==> config.mk <==
export PLATFORM = sky130hd
export DESIGN_NAME = pc_unit_flat
export DESIGN_NICKNAME = d
export VERILOG_FILES = /design/src/rtl/pc_unit_if.sv /design/src/rtl/pc_unit.sv /design/src/flat_wrapper.sv
export SDC_FILE = /design/constraint.sdc
export NUM_CORES = 1
export LEC_CHECK = 0
export CORE_MARGIN = 8
export CORE_UTILIZATION = 40
export DETAILED_ROUTE_END_ITERATION = 6
export HOLD_SLACK_MARGIN = 0.06
export PLACE_DENSITY = 0.91
export SLEW_MARGIN = 20
export SYNTH_ARGS = -nofsm -noshare
export SYNTH_HDL_FRONTEND = slang
export SYNTH_SLANG_ARGS = --single-unit
==> constraint.sdc <==
create_clock -name clk -period 2.9 [get_ports clk]
set_input_delay 0.58 -clock clk [delete_from_list [all_inputs] [get_ports clk]]
set_output_delay 0.58 -clock clk [all_outputs]
set_load 0.03 [all_outputs]
==> src/rtl/pc_unit_if.sv <==
// pc_unit_if: redirect/hazard inputs and PC outputs of the fetch PC unit.
interface pc_unit_if #(
  parameter int len_data = 32
);
  logic                stall;
  logic                halt_in;
  logic [2:0]          PCSrc;
  logic [len_data-1:0] jump_address;
  logic [len_data-1:0] register_address;
  logic [len_data-1:0] branch_address;
  logic [len_data-1:0] pc_out;
  logic [len_data-1:0] pc_plus4;
  logic                redirect;
  logic                halted;
  logic                pc_error;

  modport master (
    output stall, halt_in, PCSrc,
    output jump_address, register_address, branch_address,
    input  pc_out, pc_plus4, redirect, halted, pc_error
  );

  modport slave (
    input  stall, halt_in, PCSrc,
    input  jump_address, register_address, branch_address,
    output pc_out, pc_plus4, redirect, halted, pc_error
  );
endinterface

==> src/rtl/pc_unit.sv <==
// pc_unit: fetch PC register with IDLE/RUN/HALTED control and single-step.
// Optional target bound/alignment check enabled by PC_BOUND_CHECK_EN.
module pc_unit #(
  parameter int                  len_data   = 32,
  parameter logic [len_data-1:0] RESET_PC   = '0,
  parameter int                  IMEM_DEPTH = 2048
) (
  input  logic    clk,
  input  logic    reset,
  input  logic    enable,
  input  logic    step_mode,
  input  logic    step,
  pc_unit_if.slave bus
);

  typedef enum logic [1:0] {
    IDLE,
    RUN,
    HALTED
  } state_t;

  state_t              state;
  logic [len_data-1:0] pc_q;
  logic [len_data-1:0] pc_inc;
  logic [len_data-1:0] target;
  logic                redir_q;
  logic                halt_q;
  logic                advance;
  logic                redir_sel;
  logic                load;

  assign pc_inc  = pc_q + len_data'(4);
  assign advance = (state == RUN) && (!step_mode || step);

  // Redirect wins over stall; jump > register > branch.
  always_comb begin
    target    = pc_inc;
    redir_sel = 1'b1;
    if (bus.PCSrc[2])
      target = bus.jump_address;
    else if (bus.PCSrc[1])
      target = bus.register_address;
    else if (bus.PCSrc[0])
      target = bus.branch_address;
    else
      redir_sel = 1'b0;
    load = redir_sel || !bus.stall;
  end

`ifdef PC_BOUND_CHECK_EN
  localparam logic [len_data:0] pc_limit =
    (len_data+1)'(IMEM_DEPTH) << 2;

  logic err_q;
  logic fault;

  assign fault = load &&
    (({1'b0, target} >= pc_limit) ||
     (target[1:0] != 2'b00));
`endif

  always_ff @(posedge clk) begin
    if (!reset) begin
      state   <= IDLE;
      pc_q    <= RESET_PC;
      redir_q <= 1'b0;
      halt_q  <= 1'b0;
`ifdef PC_BOUND_CHECK_EN
      err_q   <= 1'b0;
`endif
    end else begin
      redir_q <= 1'b0;
      case (state)
        IDLE: begin
          if (enable)
            state <= RUN;
        end
        RUN: begin
          if (advance) begin
            if (bus.halt_in) begin
              state  <= HALTED;
              halt_q <= 1'b1;
            end
`ifdef PC_BOUND_CHECK_EN
            else if (fault) begin
              err_q  <= 1'b1;
              state  <= HALTED;
              halt_q <= 1'b1;
            end
`endif
            else if (load) begin
              pc_q    <= target;
              redir_q <= redir_sel;
            end
          end
        end
        HALTED: state <= HALTED;
        default: state <= IDLE;
      endcase
    end
  end

  assign bus.pc_out   = pc_q;
  assign bus.pc_plus4 = pc_inc;
  assign bus.redirect = redir_q;
  assign bus.halted   = halt_q;
`ifdef PC_BOUND_CHECK_EN
  assign bus.pc_error = err_q;
`else
  assign bus.pc_error = 1'b0;
`endif

endmodule

==> src/flat_wrapper.sv <==
// flat-port wrapper written by rule: the top's interface ports become plain ports
module pc_unit_flat 
#(
  parameter int                  len_data   = 32,
  parameter logic [len_data-1:0] RESET_PC   = '0,
  parameter int                  IMEM_DEPTH = 2048
)
  (clk, reset, enable, step_mode, step, bus_stall, bus_halt_in, bus_PCSrc, bus_jump_address, bus_register_address, bus_branch_address, bus_pc_out, bus_pc_plus4, bus_redirect, bus_halted, bus_pc_error);
  pc_unit_if #(.len_data(len_data)) bus_i ();
  input  logic clk;
  input  logic reset;
  input  logic enable;
  input  logic step_mode;
  input  logic step;
  input wire logic [$bits(bus_i.stall)-1:0] bus_stall;
  input wire logic [$bits(bus_i.halt_in)-1:0] bus_halt_in;
  input wire logic [$bits(bus_i.PCSrc)-1:0] bus_PCSrc;
  input wire logic [$bits(bus_i.jump_address)-1:0] bus_jump_address;
  input wire logic [$bits(bus_i.register_address)-1:0] bus_register_address;
  input wire logic [$bits(bus_i.branch_address)-1:0] bus_branch_address;
  output wire logic [$bits(bus_i.pc_out)-1:0] bus_pc_out;
  output wire logic [$bits(bus_i.pc_plus4)-1:0] bus_pc_plus4;
  output wire logic [$bits(bus_i.redirect)-1:0] bus_redirect;
  output wire logic [$bits(bus_i.halted)-1:0] bus_halted;
  output wire logic [$bits(bus_i.pc_error)-1:0] bus_pc_error;
  assign bus_i.stall = bus_stall;
  assign bus_i.halt_in = bus_halt_in;
  assign bus_i.PCSrc = bus_PCSrc;
  assign bus_i.jump_address = bus_jump_address;
  assign bus_i.register_address = bus_register_address;
  assign bus_i.branch_address = bus_branch_address;
  assign bus_pc_out = bus_i.pc_out;
  assign bus_pc_plus4 = bus_i.pc_plus4;
  assign bus_redirect = bus_i.redirect;
  assign bus_halted = bus_i.halted;
  assign bus_pc_error = bus_i.pc_error;
  pc_unit #(.len_data(len_data), .RESET_PC(RESET_PC), .IMEM_DEPTH(IMEM_DEPTH)) u_core (.clk(clk), .reset(reset), .enable(enable), .step_mode(step_mode), .step(step), .bus(bus_i));
endmodule
---- Yosys cells after proc, flatten, opt, wreduce, memory -nomap -nowiden ----
Cells that the tools add are included.
cells by class
  reduce and logical (&&, ||, !) cells .... 10
  muxes and demuxes ....................... 10
  add/sub/neg operators ................... 1
  bitwise operators ....................... 5
  eq/ne operators ......................... 5
operators by type and width
  operator                                                          number
  32-bit two-way mux                                                3
  32-bit by 3-bit adder with 32-bit output (second input constant)  1
  2-bit two-way mux                                                 3
  2-bit one-hot mux with 3 select lines                             1
  3-bit AND reduction                                               2
  1-bit NOT                                                         5
  5-bit OR reduction                                                1
  2-bit != test (second input constant)                             2
  4-bit AND reduction                                               1
  1-bit two-way mux                                                 3
  2-bit by 1-bit == test with 1-bit output (second input constant)  1
  2-bit == test (second input constant)                             1
  1-bit logical NOT                                                 2
  2-bit logical NOT                                                 1
  1-bit logical OR                                                  2
  2-bit by 1-bit != test with 1-bit output (second input constant)  1
  1-bit logical AND                                                 1
word-level totals
  bits in registers ....................... 36
  output and inout bits ................... 67

---- Logic depth before layout (Yosys ltp) ----
  word-level depth ........................ 6
  depth in mapped cells ................... 8

---- Worst setup path after synthesis ----
No wires, ideal clock.
  kind .................................... register to output
  from .................................... register u_core.pc_q[13] (netlist: u_core.bus.pc_out[13])
  to ...................................... output port bus_pc_plus4[31]
  cell stages (with the launch flop) ...... 8
  arrival time ............................ 2322 ps
  buffers on the path ..................... 2
  slack ................................... -2 ps
  cells stage by stage .................... dfxtp_1 > clkbuf_2 > and4_4 > nand3_2 > or4_1 > buf_2 > nor2_1 > xor2_1
on the way
  word-level cells in the longest chain between the ends .. 1
ends and longest elaborated chain
  item                                      RTL line            RTL
  start, declared                           pc_unit.sv:23       logic [len_data-1:0] pc_q;
  start signal, assigned                    pc_unit.sv:92       pc_q <= target;
  32-bit by 3-bit adder with 32-bit output  pc_unit.sv:32       assign pc_inc = pc_q + len_data'(4);
  end, declared                             flat_wrapper.sv:22  output wire logic [$bits(bus_i.pc_plus4)-1:0] bus_pc_plus4;
Every way passes these cells.

---- Worst setup path in the final report ----
  from .................................... register u_core.pc_q[2] (netlist: u_core.bus.pc_out[2])
  to ...................................... output port bus_pc_plus4[10]
Same word-level chain as after synthesis.

==> impl_metrics.tcl <==
set metrics [dict create \
    dr.pass1.iters 5 \
    cts_inserted_buffers 5 \
    critPathSlowestCell "clkdlybuf4s50_1" \
    critPathMaxStageDelay_ns 0.72 \
    nets 725 \
    yosysWarnings 0 \
    hold_buffers 0 \
    yosysUniqueCellTypes 64 \
    drt-initial-drc-count 310 \
    area_growth_pct 63.2 \
    finalHoldViolCount 0 \
    endpoint_kind "output port" \
    cts_sinks 36 \
    ant_nets 0 \
    die_width_um 106 \
    critical_path.cell_chain "ha_1, and3_2, nand3_1, xnor2_1, clkdlybuf4s50_1" \
    clock_skew_ns 0.00480 \
    cts_root_buf "clkbuf_8" \
    place.port_buffers 171 \
    p_int_w 0.00113 \
    finalSetupViolations 0 \
    grt_pass1_wl_mm 22.8 \
    period_share_pct 97.4 \
    p_per_area_nw_per_um2 342 \
    antenna_cells 0 \
    clk_latency_ns 0.29 \
    grt_max_degree 59 \
    final_core_util_pct 67.5 \
    crit_arrival_ns 2.25 \
    vias_per_cell 5.91 \
    final_cell_mix "clkdlybuf4s50_1 (150), nand2_1 (55), buf_4 (48)" \
    grt_use_total_pct 24.8 \
    grt_pass1_vias 4407 \
    cp.required_ns 2.32 \
    crit_path_start_kind "flop" \
    post_cts_buffers 0 \
    period_needed_ns 2.83 \
    yosysSeqAreaShare_pct 22.4 \
    overflow 0 \
    synth_edf_count 0 \
    cap_violations 0 \
    syn_avg_cell_area_um2 7.35 \
    clk_path_buf_depth 2 \
    die_area_um2 11200 \
    final.setup.worst_slack_ns 0.0747 \
    syn_area_um2 3210 \
    post-dp-hpwl_mm 11.2 \
    synthCells 437 \
    power.leakage_nw 2.02 \
    async_flop_share_pct 0 \
    dpl.cell_count 711 \
    setup_tns_ns 0 \
    yosys_most_used_dff "dfxtp_1" \
    combPwrFrac_pct 45.3 \
    slew-limit-headroom_pct 58.6 \
    rsz0062_at_grt "no" \
    clk_pin_slew_ns 0.07 \
    route.detailed.drc 0 \
    timing.fmax_ghz 0.354 \
    syn_nets 546 \
    gp_congestion 0.949 \
    worstPathMaxFanout 8 \
    vias 4243 \
    ys_ff_latch 36 \
    cts_tree "done" \
    instances_no_fill 718 \
    hold_path.class "flop to flop" \
    wirelength_mm 14.4 \
    worstSetupPathType "flop to output port" \
    ctsHtreeMaxLevel 2 \
    final_layout_size_suffix_gt1_share_pct 13.3 \
    initial_utilization_pct 41.3 \
    worst_slew_pin_slew_ns 0.615 \
    outcome "finished, final reports clean" \
    antenna_found_initial 0 \
    fp.dieH_um 106 \
    routedWlPerCell_um 20.0 \
    rows 32 \
    sw_frac_of_total_pct 36.7 \
    pin_count 173 \
    ir_drop_mv 0.200 \
    power.switching_w 0.000657 \
    clock_power_share_pct 22.1 \
    dp_slack_ns 0.167 \
    fp.coreArea_um2 7770 \
    final_common_cell "clkdlybuf4s50_1" \
    seqPwrFrac_pct 32.6 \
    maxSlewViolCount 0 \
]
-- kinds of logic after synthesis --
kind of cell	share of synthesized area [%]
simple gates	27.5
other cells	0.117
buf+inv	8.49
xor+xnor	7.36
fa+ha+maj	1.17
flops	22.4
mux	3.43
compound gates	29.5
-- Yosys cell counts, types with 4 or more instances --
| cell type | count | area [µm²] |
|---|---|---|
| dfxtp_1 | 36 | 721 |
| buf_4 | 5 | 37.5 |
| nor3_1 | 17 | 85.1 |
| o221ai_1 | 4 | 35.0 |
| a211oi_1 | 9 | 67.6 |
| xor2_1 | 11 | 96.3 |
| nor4_1 | 8 | 50.1 |
| nor3b_1 | 4 | 30.0 |
| o22ai_1 | 19 | 119 |
| o211ai_1 | 14 | 105 |
| xnor2_1 | 16 | 140 |
| clkbuf_1 | 18 | 67.6 |
| nand2_1 | 55 | 206 |
| buf_2 | 7 | 35.0 |
| a31oi_1 | 5 | 31.3 |
| nand4_1 | 13 | 81.3 |
| nor2_1 | 28 | 105 |
| o21a_1 | 9 | 67.6 |
| mux2i_1 | 11 | 110 |
| inv_1 | 11 | 41.3 |
| nand3_1 | 12 | 60.1 |
| nor2b_1 | 7 | 43.8 |
| a21oi_1 | 18 | 90.1 |
| and3_1 | 6 | 37.5 |
| o21ai_0 | 23 | 115 |
-- registers in the layout, indices dropped and copies added, names as in the netlist --
signal / flops
u_core.bus.halted: 1
u_core.bus.pc_out: 32
u_core.bus.redirect: 1
u_core.state: 2
-- metal layers --
metal / wire length (µm) / track usage (%)
met3: 1490 / 8.16
met5: 0 / 0
met2: 6960 / 43.1
met1: 5530 / 27.7
met4: 412 / 9.05
-- metrics by stage --
step	power, W	hold WS (ns)	instance area, µm²
detailed placement	0.00140	0.468	5120
global placement	0.00139	0.454	5120
finish	0.00179	0.483	5240
global route	0.00188	0.516	5240
floorplan	0.00101	0.460	3220
CTS	0.00179	0.481	5220
-- cell type report --
type                    instances  area (µm²)
fillers                       662        2530
multi-input cells             351        2250
repair buffers                210        1990
flip-flops and latches         36         724
well taps                     102         128
clock buffers                   7        96.3
inverters                      12        45.0
-- path summary, 6_finish.rpt --
path | from | endpoint | slack [ns] | cells past startpoint
setup / recovery | u_core.bus.pc_out[2]$_SDFFE_PN0P_ | bus_pc_plus4[10] | 0.07 | 5
hold / removal | u_core.bus.halted$_SDFFE_PN0P_ | u_core.bus.halted$_SDFFE_PN0P_ | 0.48 | 2
setup reg to reg | u_core.bus.pc_out[15]$_SDFFE_PN0P_ | u_core.bus.pc_out[31]$_SDFFE_PN0P_ | 0.92 | 5
hold reg to reg | u_core.bus.halted$_SDFFE_PN0P_ | u_core.bus.halted$_SDFFE_PN0P_ | 0.48 | 2
-- power groups by stage --
stage          clock [W]  sequential [W]  combinational, W
2_1_floorplan          0        0.000663          0.000346
3_3_place_gp           0        0.000588          0.000798
3_5_place_dp           0        0.000592          0.000810
4_1_cts         0.000400        0.000581          0.000810
5_1_grt         0.000424        0.000589          0.000865
6_report        0.000397        0.000583          0.000812
-- what timing repair did --
action                     CTS  global route
gates resized for setup     10             8
hold endpoints to repair     0             0
setup endpoints to repair   10            12
-- critical path: cells and delay by family, from the launching register on --
family / cells / cell delay, ns
flip-flops: 1 / 0.40
adder cells (fa/ha/maj): 1 / 0.22
XOR/XNOR: 1 / 0.23
AND/OR/NAND/NOR: 2 / 0.38
buffers and inverters: 1 / 0.72
Power figures use the tool's default switching activity.
